==> src/rtl/fst_mon_pkg.sv <==
// fst_mon_pkg: shared state encoding and helpers for the fst run-time monitor
package fst_mon_pkg;

    typedef enum logic [2:0] {
        IDLE    = 3'd0,
        RUN     = 3'd1,
        HALTED  = 3'd2,
        STUCK   = 3'd3,
        TIMEOUT = 3'd4
    } mon_state_t;

    function automatic logic [63:0] sat_inc(input logic [63:0] v, input logic [63:0] mx);
        return (v >= mx) ? v : v + 64'd1;
    endfunction

endpackage

==> src/rtl/fst_run_monitor_if.sv <==
// fst_run_monitor_if: core observation inputs and status/trace outputs of fst_run_monitor
interface fst_run_monitor_if #(
    parameter int PC_W  = 16,
    parameter int CNT_W = 32,
    parameter int DEPTH = 8
);
    import fst_mon_pkg::*;
    logic                     run_en;
    logic                     halting;
    logic [PC_W-1:0]          pc;
    logic                     clear;
    logic [$clog2(DEPTH)-1:0] rd_idx;
    mon_state_t               state;
    logic                     fail;
    logic [CNT_W-1:0]         cycle_count;
    logic [PC_W-1:0]          halt_pc;
    logic [$clog2(DEPTH):0]   trace_count;
    logic [PC_W-1:0]          trace_rd_data;

    modport master (
        output run_en, halting, pc, clear, rd_idx,
        input  state, fail, cycle_count, halt_pc, trace_count, trace_rd_data
    );

    modport slave (
        input  run_en, halting, pc, clear, rd_idx,
        output state, fail, cycle_count, halt_pc, trace_count, trace_rd_data
    );
endinterface

==> src/rtl/fst_mon_trace.sv <==
// fst_mon_trace: circular buffer of recent distinct PCs with registered indexed readout
module fst_mon_trace #(
    parameter int PC_W  = 16,
    parameter int DEPTH = 8
) (
    input  logic                     clk,
    input  logic                     reset,
    input  logic                     clr_i,
    input  logic                     push_i,
    input  logic [PC_W-1:0]          wdata_i,
    input  logic [$clog2(DEPTH)-1:0] rd_idx_i,
    output logic [$clog2(DEPTH):0]   count_o,
    output logic [PC_W-1:0]          rd_data_o
);
    import fst_mon_pkg::*;
    localparam int AW = $clog2(DEPTH);
    localparam int CW = AW + 1;
    logic [PC_W-1:0] mem_q [DEPTH];
    logic [AW-1:0]   wptr_q, wptr_d, base;
    logic [CW-1:0]   count_q, count_d;
    logic [PC_W-1:0] rd_q, rd_d;

    // a clear coinciding with a push restarts the buffer with that push as entry 0
    assign base = clr_i ? '0 : wptr_q;

    always_comb begin
        wptr_d  = push_i ? base + AW'(1) : base;
        count_d = clr_i ? CW'(push_i) : push_i ? CW'(sat_inc(64'(count_q), 64'(DEPTH))) : count_q;
        rd_d    = ({1'b0, rd_idx_i} < count_q) ? mem_q[wptr_q - AW'(1) - rd_idx_i] : '0;
    end

    always_ff @(posedge clk)
        if (push_i) mem_q[base] <= wdata_i;

    always_ff @(posedge clk or posedge reset)
        if (reset) begin
            wptr_q  <= '0;
            count_q <= '0;
            rd_q    <= '0;
        end else begin
            wptr_q  <= wptr_d;
            count_q <= count_d;
            rd_q    <= rd_d;
        end

    assign count_o   = count_q;
    assign rd_data_o = rd_q;
endmodule

==> src/rtl/fst_run_monitor.sv <==
// fst_run_monitor: classifies an fst run as halted, stuck or timed out and keeps a PC trace.
// Trace storage is built only when FST_MON_TRACE_EN is defined; otherwise trace outputs read 0.
module fst_run_monitor #(
    parameter int PC_W          = 16,
    parameter int CNT_W         = 32,
    parameter int TIMEOUT       = 100000,
    parameter int STUCK_LIMIT   = 16,
    parameter int DEPTH         = 8,
    parameter int HALT_IS_ERROR = 1
) (
    input logic              clk,
    input logic              reset,
    fst_run_monitor_if.slave m
);
    import fst_mon_pkg::*;
    localparam int SW = $clog2(STUCK_LIMIT);
    mon_state_t       state_q, state_d;
    logic             fail_q, fail_d;
    logic [CNT_W-1:0] cnt_q, cnt_d, cnt_inc;
    logic [PC_W-1:0]  hpc_q, hpc_d, prev_q, prev_d;
    logic [SW-1:0]    stk_q, stk_d, stk_inc;
    logic             start, changed;

    assign start   = state_q == IDLE && m.run_en;
    assign changed = m.pc != prev_q;
    assign cnt_inc = CNT_W'(sat_inc(64'(cnt_q), 64'({CNT_W{1'b1}})));
    assign stk_inc = changed ? '0 : stk_q + SW'(1);

    always_comb begin
        state_d = state_q;
        fail_d  = fail_q;
        cnt_d   = cnt_q;
        hpc_d   = hpc_q;
        prev_d  = prev_q;
        stk_d   = stk_q;
        if (m.clear) begin
            state_d = IDLE;
            fail_d  = 1'b0;
            cnt_d   = '0;
            stk_d   = '0;
        end else if (start) begin
            state_d = RUN;
            cnt_d   = CNT_W'(1);
            stk_d   = '0;
            prev_d  = m.pc;
        end else if (state_q == RUN && !m.run_en) begin
            state_d = IDLE;
        end else if (state_q == RUN) begin
            cnt_d   = cnt_inc;
            stk_d   = stk_inc;
            prev_d  = m.pc;
            state_d = m.halting ? HALTED :
                      stk_inc == SW'(STUCK_LIMIT - 1) ? STUCK :
                      (TIMEOUT != 0 && cnt_inc == CNT_W'(TIMEOUT)) ? fst_mon_pkg::TIMEOUT : RUN;
            hpc_d   = state_d != RUN ? m.pc : hpc_q;
            fail_d  = fail_q || state_d == STUCK || state_d == fst_mon_pkg::TIMEOUT ||
                      (HALT_IS_ERROR != 0 && state_d == HALTED);
        end
    end

    always_ff @(posedge clk or posedge reset)
        if (reset) begin
            state_q <= IDLE;
            fail_q  <= 1'b0;
            cnt_q   <= '0;
            hpc_q   <= '0;
            prev_q  <= '0;
            stk_q   <= '0;
        end else begin
            state_q <= state_d;
            fail_q  <= fail_d;
            cnt_q   <= cnt_d;
            hpc_q   <= hpc_d;
            prev_q  <= prev_d;
            stk_q   <= stk_d;
        end

    assign m.state       = state_q;
    assign m.fail        = fail_q;
    assign m.cycle_count = cnt_q;
    assign m.halt_pc     = hpc_q;

`ifdef FST_MON_TRACE_EN
    logic tr_clr, tr_push;
    // entering RUN wipes the old trace and records the starting pc in one step
    assign tr_clr  = m.clear || start;
    assign tr_push = !m.clear && (start || (state_q == RUN && m.run_en && changed));

    fst_mon_trace #(.PC_W(PC_W), .DEPTH(DEPTH)) u_trace (
        .clk       (clk),
        .reset     (reset),
        .clr_i     (tr_clr),
        .push_i    (tr_push),
        .wdata_i   (m.pc),
        .rd_idx_i  (m.rd_idx),
        .count_o   (m.trace_count),
        .rd_data_o (m.trace_rd_data)
    );
`else
    logic unused_rd_idx;
    assign unused_rd_idx   = ^m.rd_idx;
    assign m.trace_count   = '0;
    assign m.trace_rd_data = '0;
`endif
endmodule

==> src/flat_wrapper.sv <==
// flat-port wrapper written by rule: the top's interface ports become plain ports
module fst_run_monitor_flat import fst_mon_pkg::*;
#(
    parameter int PC_W          = 16,
    parameter int CNT_W         = 32,
    parameter int TIMEOUT       = 100000,
    parameter int STUCK_LIMIT   = 16,
    parameter int DEPTH         = 8,
    parameter int HALT_IS_ERROR = 1
)
  (clk, reset, m_run_en, m_halting, m_pc, m_clear, m_rd_idx, m_state, m_fail, m_cycle_count, m_halt_pc, m_trace_count, m_trace_rd_data);
  fst_run_monitor_if #(.PC_W(PC_W), .CNT_W(CNT_W), .DEPTH(DEPTH)) m_i ();
  input logic clk;
  input logic reset;
  input wire logic [$bits(m_i.run_en)-1:0] m_run_en;
  input wire logic [$bits(m_i.halting)-1:0] m_halting;
  input wire logic [$bits(m_i.pc)-1:0] m_pc;
  input wire logic [$bits(m_i.clear)-1:0] m_clear;
  input wire logic [$bits(m_i.rd_idx)-1:0] m_rd_idx;
  output wire logic [$bits(m_i.state)-1:0] m_state;
  output wire logic [$bits(m_i.fail)-1:0] m_fail;
  output wire logic [$bits(m_i.cycle_count)-1:0] m_cycle_count;
  output wire logic [$bits(m_i.halt_pc)-1:0] m_halt_pc;
  output wire logic [$bits(m_i.trace_count)-1:0] m_trace_count;
  output wire logic [$bits(m_i.trace_rd_data)-1:0] m_trace_rd_data;
  assign m_i.run_en = m_run_en;
  assign m_i.halting = m_halting;
  assign m_i.pc = m_pc;
  assign m_i.clear = m_clear;
  assign m_i.rd_idx = m_rd_idx;
  assign m_state = m_i.state;
  assign m_fail = m_i.fail;
  assign m_cycle_count = m_i.cycle_count;
  assign m_halt_pc = m_i.halt_pc;
  assign m_trace_count = m_i.trace_count;
  assign m_trace_rd_data = m_i.trace_rd_data;
  fst_run_monitor #(.PC_W(PC_W), .CNT_W(CNT_W), .TIMEOUT(TIMEOUT), .STUCK_LIMIT(STUCK_LIMIT), .DEPTH(DEPTH), .HALT_IS_ERROR(HALT_IS_ERROR)) u_core (.clk(clk), .reset(reset), .m(m_i));
endmodule
==> config.mk <==
export PLATFORM = sky130hd
export DESIGN_NAME = fst_run_monitor_flat
export DESIGN_NICKNAME = d
export VERILOG_FILES = /design/src/rtl/fst_mon_pkg.sv /design/src/rtl/fst_run_monitor_if.sv /design/src/rtl/fst_mon_trace.sv /design/src/rtl/fst_run_monitor.sv /design/src/flat_wrapper.sv
export SDC_FILE = /design/constraint.sdc
export NUM_CORES = 1
export LEC_CHECK = 0
export BUFFER_PORTS_ARGS = -buffer_cell sky130_fd_sc_hd__buf_2
export CORE_MARGIN = 3
export CORE_UTILIZATION = 55
export CTS_CLUSTER_SIZE = 20
export DETAILED_ROUTE_END_ITERATION = 10
export HOLD_SLACK_MARGIN = 0.05
export PLACE_DENSITY = 0.86
export SLEW_MARGIN = 10
export SYNTH_ARGS = -nofsm -noshare
export SYNTH_HDL_FRONTEND = slang
export SYNTH_SLANG_ARGS = --single-unit
==> constraint.sdc <==
create_clock -name clk -period 9.26 [get_ports clk]
set_input_delay 1.389 -clock clk [delete_from_list [all_inputs] [get_ports clk]]
set_output_delay 1.389 -clock clk [all_outputs]
set_load 0.02 [all_outputs]
# ---- Word-level counts from Yosys, hierarchy flattened
# Index checks and enable logic that the tools add are counted.
dict set report totals {
  register_bits 72
  input_bits 24
  wordCells 63
}
dict set report classes {
  addsub 2
  magnitude_cmp 1
  eq_ne 12
  muxes 24
  n_bitwise 3
  n_reduce_logical 15
}
# operator n
set op_table {}
lappend op_table {{32-bit two-way mux} 5}
lappend op_table {{16-bit two-way mux} 3}
lappend op_table {{32-bit by 1-bit adder with 32-bit output, second input constant} 1}
lappend op_table {{32-bit by 17-bit == test with 1-bit output, second input constant} 1}
lappend op_table {{32-bit >= comparator, second input constant} 1}
lappend op_table {{3-bit two-way mux} 7}
lappend op_table {{4-bit two-way mux} 5}
lappend op_table {{16-bit != test} 1}
lappend op_table {{3-bit by 2-bit == test with 1-bit output, second input constant} 2}
lappend op_table {{3-bit AND reduction} 2}
lappend op_table {{5-bit AND reduction} 1}
lappend op_table {{4-bit by 1-bit adder with 4-bit output, second input constant} 1}
lappend op_table {{4-bit == test, second input constant} 1}
lappend op_table {{1-bit two-way mux} 4}
lappend op_table {{2-bit != test, second input constant} 2}
lappend op_table {{2-bit nonzero test} 2}
lappend op_table {{4-bit nonzero test} 1}
lappend op_table {{3-bit by 1-bit == test with 1-bit output, second input constant} 1}
lappend op_table {{3-bit == test, second input constant} 1}
lappend op_table {{3-bit logical NOT} 1}
lappend op_table {{1-bit logical OR} 3}
lappend op_table {{3-bit by 1-bit != test with 1-bit output, second input constant} 1}
lappend op_table {{3-bit by 2-bit != test with 1-bit output, second input constant} 1}
lappend op_table {{1-bit NOT} 3}
lappend op_table {{other kinds (5)} 6}

# ---- Logic depth before layout (Yosys ltp)
dict set report depth {
  depth_word 14
  mapped_depth 13
}

# ---- Worst setup path before layout
# Ideal clock, no wire load.
dict set report synth_path {
  path_kind {input to register}
  start {input port m_run_en}
  end {register u_core.hpc_q[0] (netlist: u_core.m.halt_pc[0])}
  t_arrival_ns 3.108
  t_required_ns 9.173
  slack_ns 6.065
  path_stages 9
  n_path_buf 3
  cell_sequence {nand2b_1 -> nor3_1 -> and2_1 -> clkbuf_1 -> o21a_1 -> clkbuf_1 -> clkbuf_1 -> nand2_1 -> o211ai_1}
}
dict set report synth_between {
  elab_chain_len 4
  word_cells_on_any_way 6
  classes_between {bitwise (2); reduce/logical (4)}
}
# item line_no
set synth_rtl {}
lappend synth_rtl {{start: declaration} flat_wrapper.sv:15} ;# input wire logic [$bits(m_i.run_en)-1:0] m_run_en;
lappend synth_rtl {{1-bit logical NOT} fst_run_monitor.sv:46} ;# end else if (state_q == RUN && !m.run_en) begin
lappend synth_rtl {{1-bit logical AND} fst_run_monitor.sv:46}
lappend synth_rtl {{1-bit NOT (no line)} n/a}
lappend synth_rtl {{5-bit AND reduction (no line) (*)} n/a}
lappend synth_rtl {{end signal: assignment} fst_run_monitor.sv:73} ;# hpc_q <= hpc_d;
lappend synth_rtl {{end: declaration} fst_run_monitor.sv:20} ;# logic [PC_W-1:0] hpc_q, hpc_d, prev_q, prev_d;
# Every way passes the cells marked *; elsewhere a longest branch is shown, timed or not.
# A chain may end at the register's enable or synchronous reset.

# ---- Worst setup path after layout
dict set report layout_path {
  start {register u_core.cnt_q[0] (netlist: u_core.m.cycle_count[0])}
  end {register u_core.state_q[0] (netlist: u_core.m.state[0])}
}
dict set report layout_between {
  elab_chain_len 10
  word_cells_on_any_way 11
  classes_between {add/sub (1); order compare (1); eq/ne (1); mux (8)}
}
# item line_no
set layout_rtl {}
lappend layout_rtl {{start: declaration} fst_run_monitor.sv:19} ;# logic [CNT_W-1:0] cnt_q, cnt_d, cnt_inc;
lappend layout_rtl {{start signal: assignment} fst_run_monitor.sv:72} ;# cnt_q <= cnt_d;
lappend layout_rtl {{32-bit by 1-bit adder with 32-bit output or 32-bit >= comparator (tied branches)} fst_mon_pkg.sv:13} ;# return (v >= mx) ? v : v + 64'd1;
lappend layout_rtl {{32-bit two-way mux (*)} fst_mon_pkg.sv:13}
lappend layout_rtl {{32-bit by 17-bit == test with 1-bit output (*)} fst_run_monitor.sv:54} ;# (TIMEOUT != 0 && cnt_inc == CNT_W'(TIMEOUT)) ? fst_mon_pkg::TIMEOUT : RUN;
lappend layout_rtl {{3-bit two-way mux (*)} fst_run_monitor.sv:54}
lappend layout_rtl {{3-bit two-way mux (*)} fst_run_monitor.sv:53} ;# stk_inc == SW'(STUCK_LIMIT - 1) ? STUCK :
lappend layout_rtl {{3-bit two-way mux (*)} fst_run_monitor.sv:52} ;# state_d = m.halting ? HALTED :
lappend layout_rtl {{3-bit two-way mux (*)} fst_run_monitor.sv:48} ;# end else if (state_q == RUN) begin
lappend layout_rtl {{3-bit two-way mux (*)} fst_run_monitor.sv:46}
lappend layout_rtl {{3-bit two-way mux (*)} fst_run_monitor.sv:41} ;# end else if (start) begin
lappend layout_rtl {{3-bit two-way mux (*)} fst_run_monitor.sv:36} ;# if (m.clear) begin
lappend layout_rtl {{end signal: assignment} fst_run_monitor.sv:70} ;# state_q <= state_d;
lappend layout_rtl {{end: declaration} fst_run_monitor.sv:17} ;# mon_state_t state_q, state_d;
# Every way passes the cells marked *; elsewhere a longest branch is shown, timed or not. The select of a mux whose other input is x is not followed.

==> out/metrics.cfg <==
[power_and_ir_drop]
internal-power_w = 0.000516
switching_share_pct = 30.9
p_clk_share_pct = 34.2
leakage_nw = 2.39
power.switching_w = 0.000231
power_frac_seq_pct = 48.8
ir_worst_vdd_uv = 62.3
p_comb_share_pct = 17.1
power_density_nw_per_um2 = 138

[worst_setup_path]
ff2ff_path_depth = 8
max_stage_delay_ns = 1.00
required_ns = 9.50
crit_path_start_kind = flop
arrival_ns = 4.49
path_max_fanout = 17
cp-end-kind = flop
crit_type = reg2reg
path_buf_inv = 0
cp_cell_sequence = ha_1 -> and4_1 -> nand2_1 -> nor4_2 -> o21ai_0 -> a2111oi_4 -> nand4_1 -> a41o_1
crit_family = simple AND/OR/NAND/NOR gates
cp.depth = 8
slowest_stage = a2111oi_4

[floorplan]
io_pins = 96
start_util_pct = 56.8
die-area_um2 = 10200
fp.dieH_um = 101
core_um2 = 8760
num_rows = 34
die_w_um = 101

[routing]
drc = 0
wl_met2_um = 6640
ant_nets = 0
wl_met3_um = 1160
viasPerCell = 6.59
wl_per_cell_um = 19.1
drt_wl_total_um = 14200
top_layer = met4
vias = 4888
met1_length_um = 6040
firstDrtPassIters = 5
drtIter0Drc = 401

[sta]
fin_crit_sh_pct = 45.9
fin_skew_ns = 0.0182
finalSetupViolCount = 0
finalSetupTns_ns = 0
relSlewSlack_pct = 22.2
fmax_mhz = 235
period_minus_slack_ns = 4.25
max_slew.worst_pin.slew_ns = 1.16
rsz0062_at_grt = false
hold_viol_final = 0
slew_violations = 0

[final_layout]
drive_gt1_share_pct = 20.0
fillers = 752
antenna_cells = 0
area_growth_pct = 9.03
nNetsFinal = 655
instances_no_fill = 742

[yosys]
synthCells = 586
ys_types = 60
synth_edf_count = 0
synth_compound_area_share_pct = 17.5
ys_seq_area_share_pct = 36.2
synth_xor_area_share_pct = 4.93
avgSynthCellArea_um2 = 8.49
synth_top_family_by_area = simple AND/OR/NAND/NOR gates
ys_ff_latch = 72
synthAdderAreaFrac_pct = 0.503
syn_area_um2 = 4970
synth.most_common_cell = nand2_1
synth_area_leader_cell = dfrtp_1
synthTopCellsByArea = dfrtp_1, nand2_1, o21ai_0
async_flop_share_pct = 100
yosysTopAreaCellShare_pct = 36.2
synth_commonest_cells = nand2_1, dfrtp_1, o21ai_0
yosysWarnings = 0
synth_mux_area_share_pct = 4.90
synthSimpleGateAreaFrac_pct = 28.2
ys.flop_type = dfrtp_1

[place]
gp_congestion = 0.967
port_buffers = 72
dp_cells = 726
dp.final_hpwl_um = 9660

[global_route]
grt_first_pass_wirelength_um = 22800
grt.overflow.total = 0
grt_max_degree = 73
grtUsageTotal_pct = 27.8
grt_pass1_vias = 4494
antenna_found_initial = 0

[clock_tree]
root_buffer = clkbuf_8
clk_latency_ns = 0.36
clk_pin_slew_ns = 0.08
cts-resized-gates = 0
cts_tree = built
postCtsHoldBufs = 0
cts_setup_buffers = 0
numCtsBuffers = 9
ctsHtreeMaxLevel = 3
clkSinkCount = 72
clockBufferDepth = 2

[run_status]
status = finished, final reports clean

[min_path]
hold_depth = 2
hp-class = reg2reg

[run]
cap_violations = 0

==> registers in the layout (all words and copies together), names as in the netlist <==
name,cells
u_core.m.cycle_count,32
u_core.m.halt_pc,16
u_core.prev_q,16
u_core.stk_q,4
u_core.m.state,3
u_core.m.fail,1
==> per-layer routing <==
metal	up-vias	global-route usage, %
li1	2216	-
met1	2349	40.4
met2	287	42.1
met3	36	3.53
met4	0	11.0
met5	-	0
==> power by group through the flow <==
stage          combinational (W)  clock (W)  sequential (W)
3_5_place_dp            0.000127          0        0.000369
2_1_floorplan          0.0000698          0        0.000388
3_3_place_gp            0.000123          0        0.000368
6_report                0.000128   0.000255        0.000364
5_1_grt                 0.000141   0.000269        0.000367
4_1_cts                 0.000128   0.000257        0.000363
==> worst min-delay path: cells and delay by family, from the launching register on <==
family,cells,cell delay (ns)
DFF,1,0.37
AOI/OAI and AO/OA,1,0.06
and+or+nand+nor,1,0.05
==> cell families after synthesis <==
kind of cell             after synthesis
multiplexers                          22
AO/OA/AOI/OAI                        133
adder cells (fa/ha/maj)                2
other                                  1
XOR/XNOR                              28
flip-flops                            72
buffers and inverters                 69
AND/OR/NAND/NOR                      259
==> worst paths after layout <==
check | start | to | slack (ns)
setup / recovery | u_core.m.cycle_count[0]$_DFFE_PP0P_ | u_core.m.state[0]$_DFFE_PP0P_ | 5.01
hold / removal | u_core.stk_q[1]$_DFFE_PP0P_ | u_core.stk_q[1]$_DFFE_PP0P_ | 0.52
setup reg to reg | u_core.m.cycle_count[0]$_DFFE_PP0P_ | u_core.m.state[0]$_DFFE_PP0P_ | 5.01
hold reg to reg | u_core.stk_q[1]$_DFFE_PP0P_ | u_core.stk_q[1]$_DFFE_PP0P_ | 0.52
max in group asynchronous | reset | u_core.m.cycle_count[30]$_DFFE_PP0P_ | 7.35
min in group asynchronous | reset | u_core.m.halt_pc[7]$_DFFE_PP0P_ | 1.28
==> cells in the final DEF (no fill, tap or decap), types with 4 or more instances in the layout <==
| cell type | count |
|---|---|
| nand2b_1 | 5 |
| buf_2 | 72 |
| conb_1 | 20 |
| o31ai_1 | 8 |
| nand2_1 | 81 |
| nor4_2 | 4 |
| o211ai_1 | 16 |
| dfrtp_1 | 72 |
| or4_1 | 4 |
| nor3_1 | 11 |
| nand3_1 | 30 |
| and4_1 | 11 |
| o21ai_0 | 53 |
| a31oi_1 | 7 |
| buf_4 | 6 |
| a21oi_1 | 19 |
| clkbuf_8 | 9 |
| and3_1 | 26 |
| xnor2_1 | 5 |
| a211oi_1 | 4 |
| mux2_2 | 18 |
| xor2_1 | 23 |
| nor2_1 | 25 |
| nand4_1 | 35 |
| or3_1 | 4 |
| nor4_1 | 7 |
==> layout make-up <==
| cell class | instances | area [um2] | share of cell area (%) |
|---|---|---|---|
| sequential | 72 | 1800 | 33.2 |
| clock inverter | 6 | 67.6 | 1.25 |
| clock buffer | 10 | 128 | 2.35 |
| tap | 108 | 135 | 2.49 |
| multi-input combinational | 464 | 2870 | 52.9 |
| inverter | 4 | 15.0 | 0.277 |
| timing repair buffer | 78 | 405 | 7.47 |
==> stage by stage <==
step                      worst slack [ns]  util (%)  hold slack (ns)  cell area (um2)  power, W
after CTS                             5.14      61.9            0.521             5420  0.000749
after detailed placement              5.02      59.6            0.504             5230  0.000496
after global placement                5.13      59.6            0.496             5230  0.000491
final                                 5.01      61.9            0.521             5420  0.000747
after global routing                  4.80      61.9            0.535             5420  0.000776
after floorplan                       6.05         -            0.476             5050  0.000457
No activity file was read; power rests on OpenSTA's default activity.
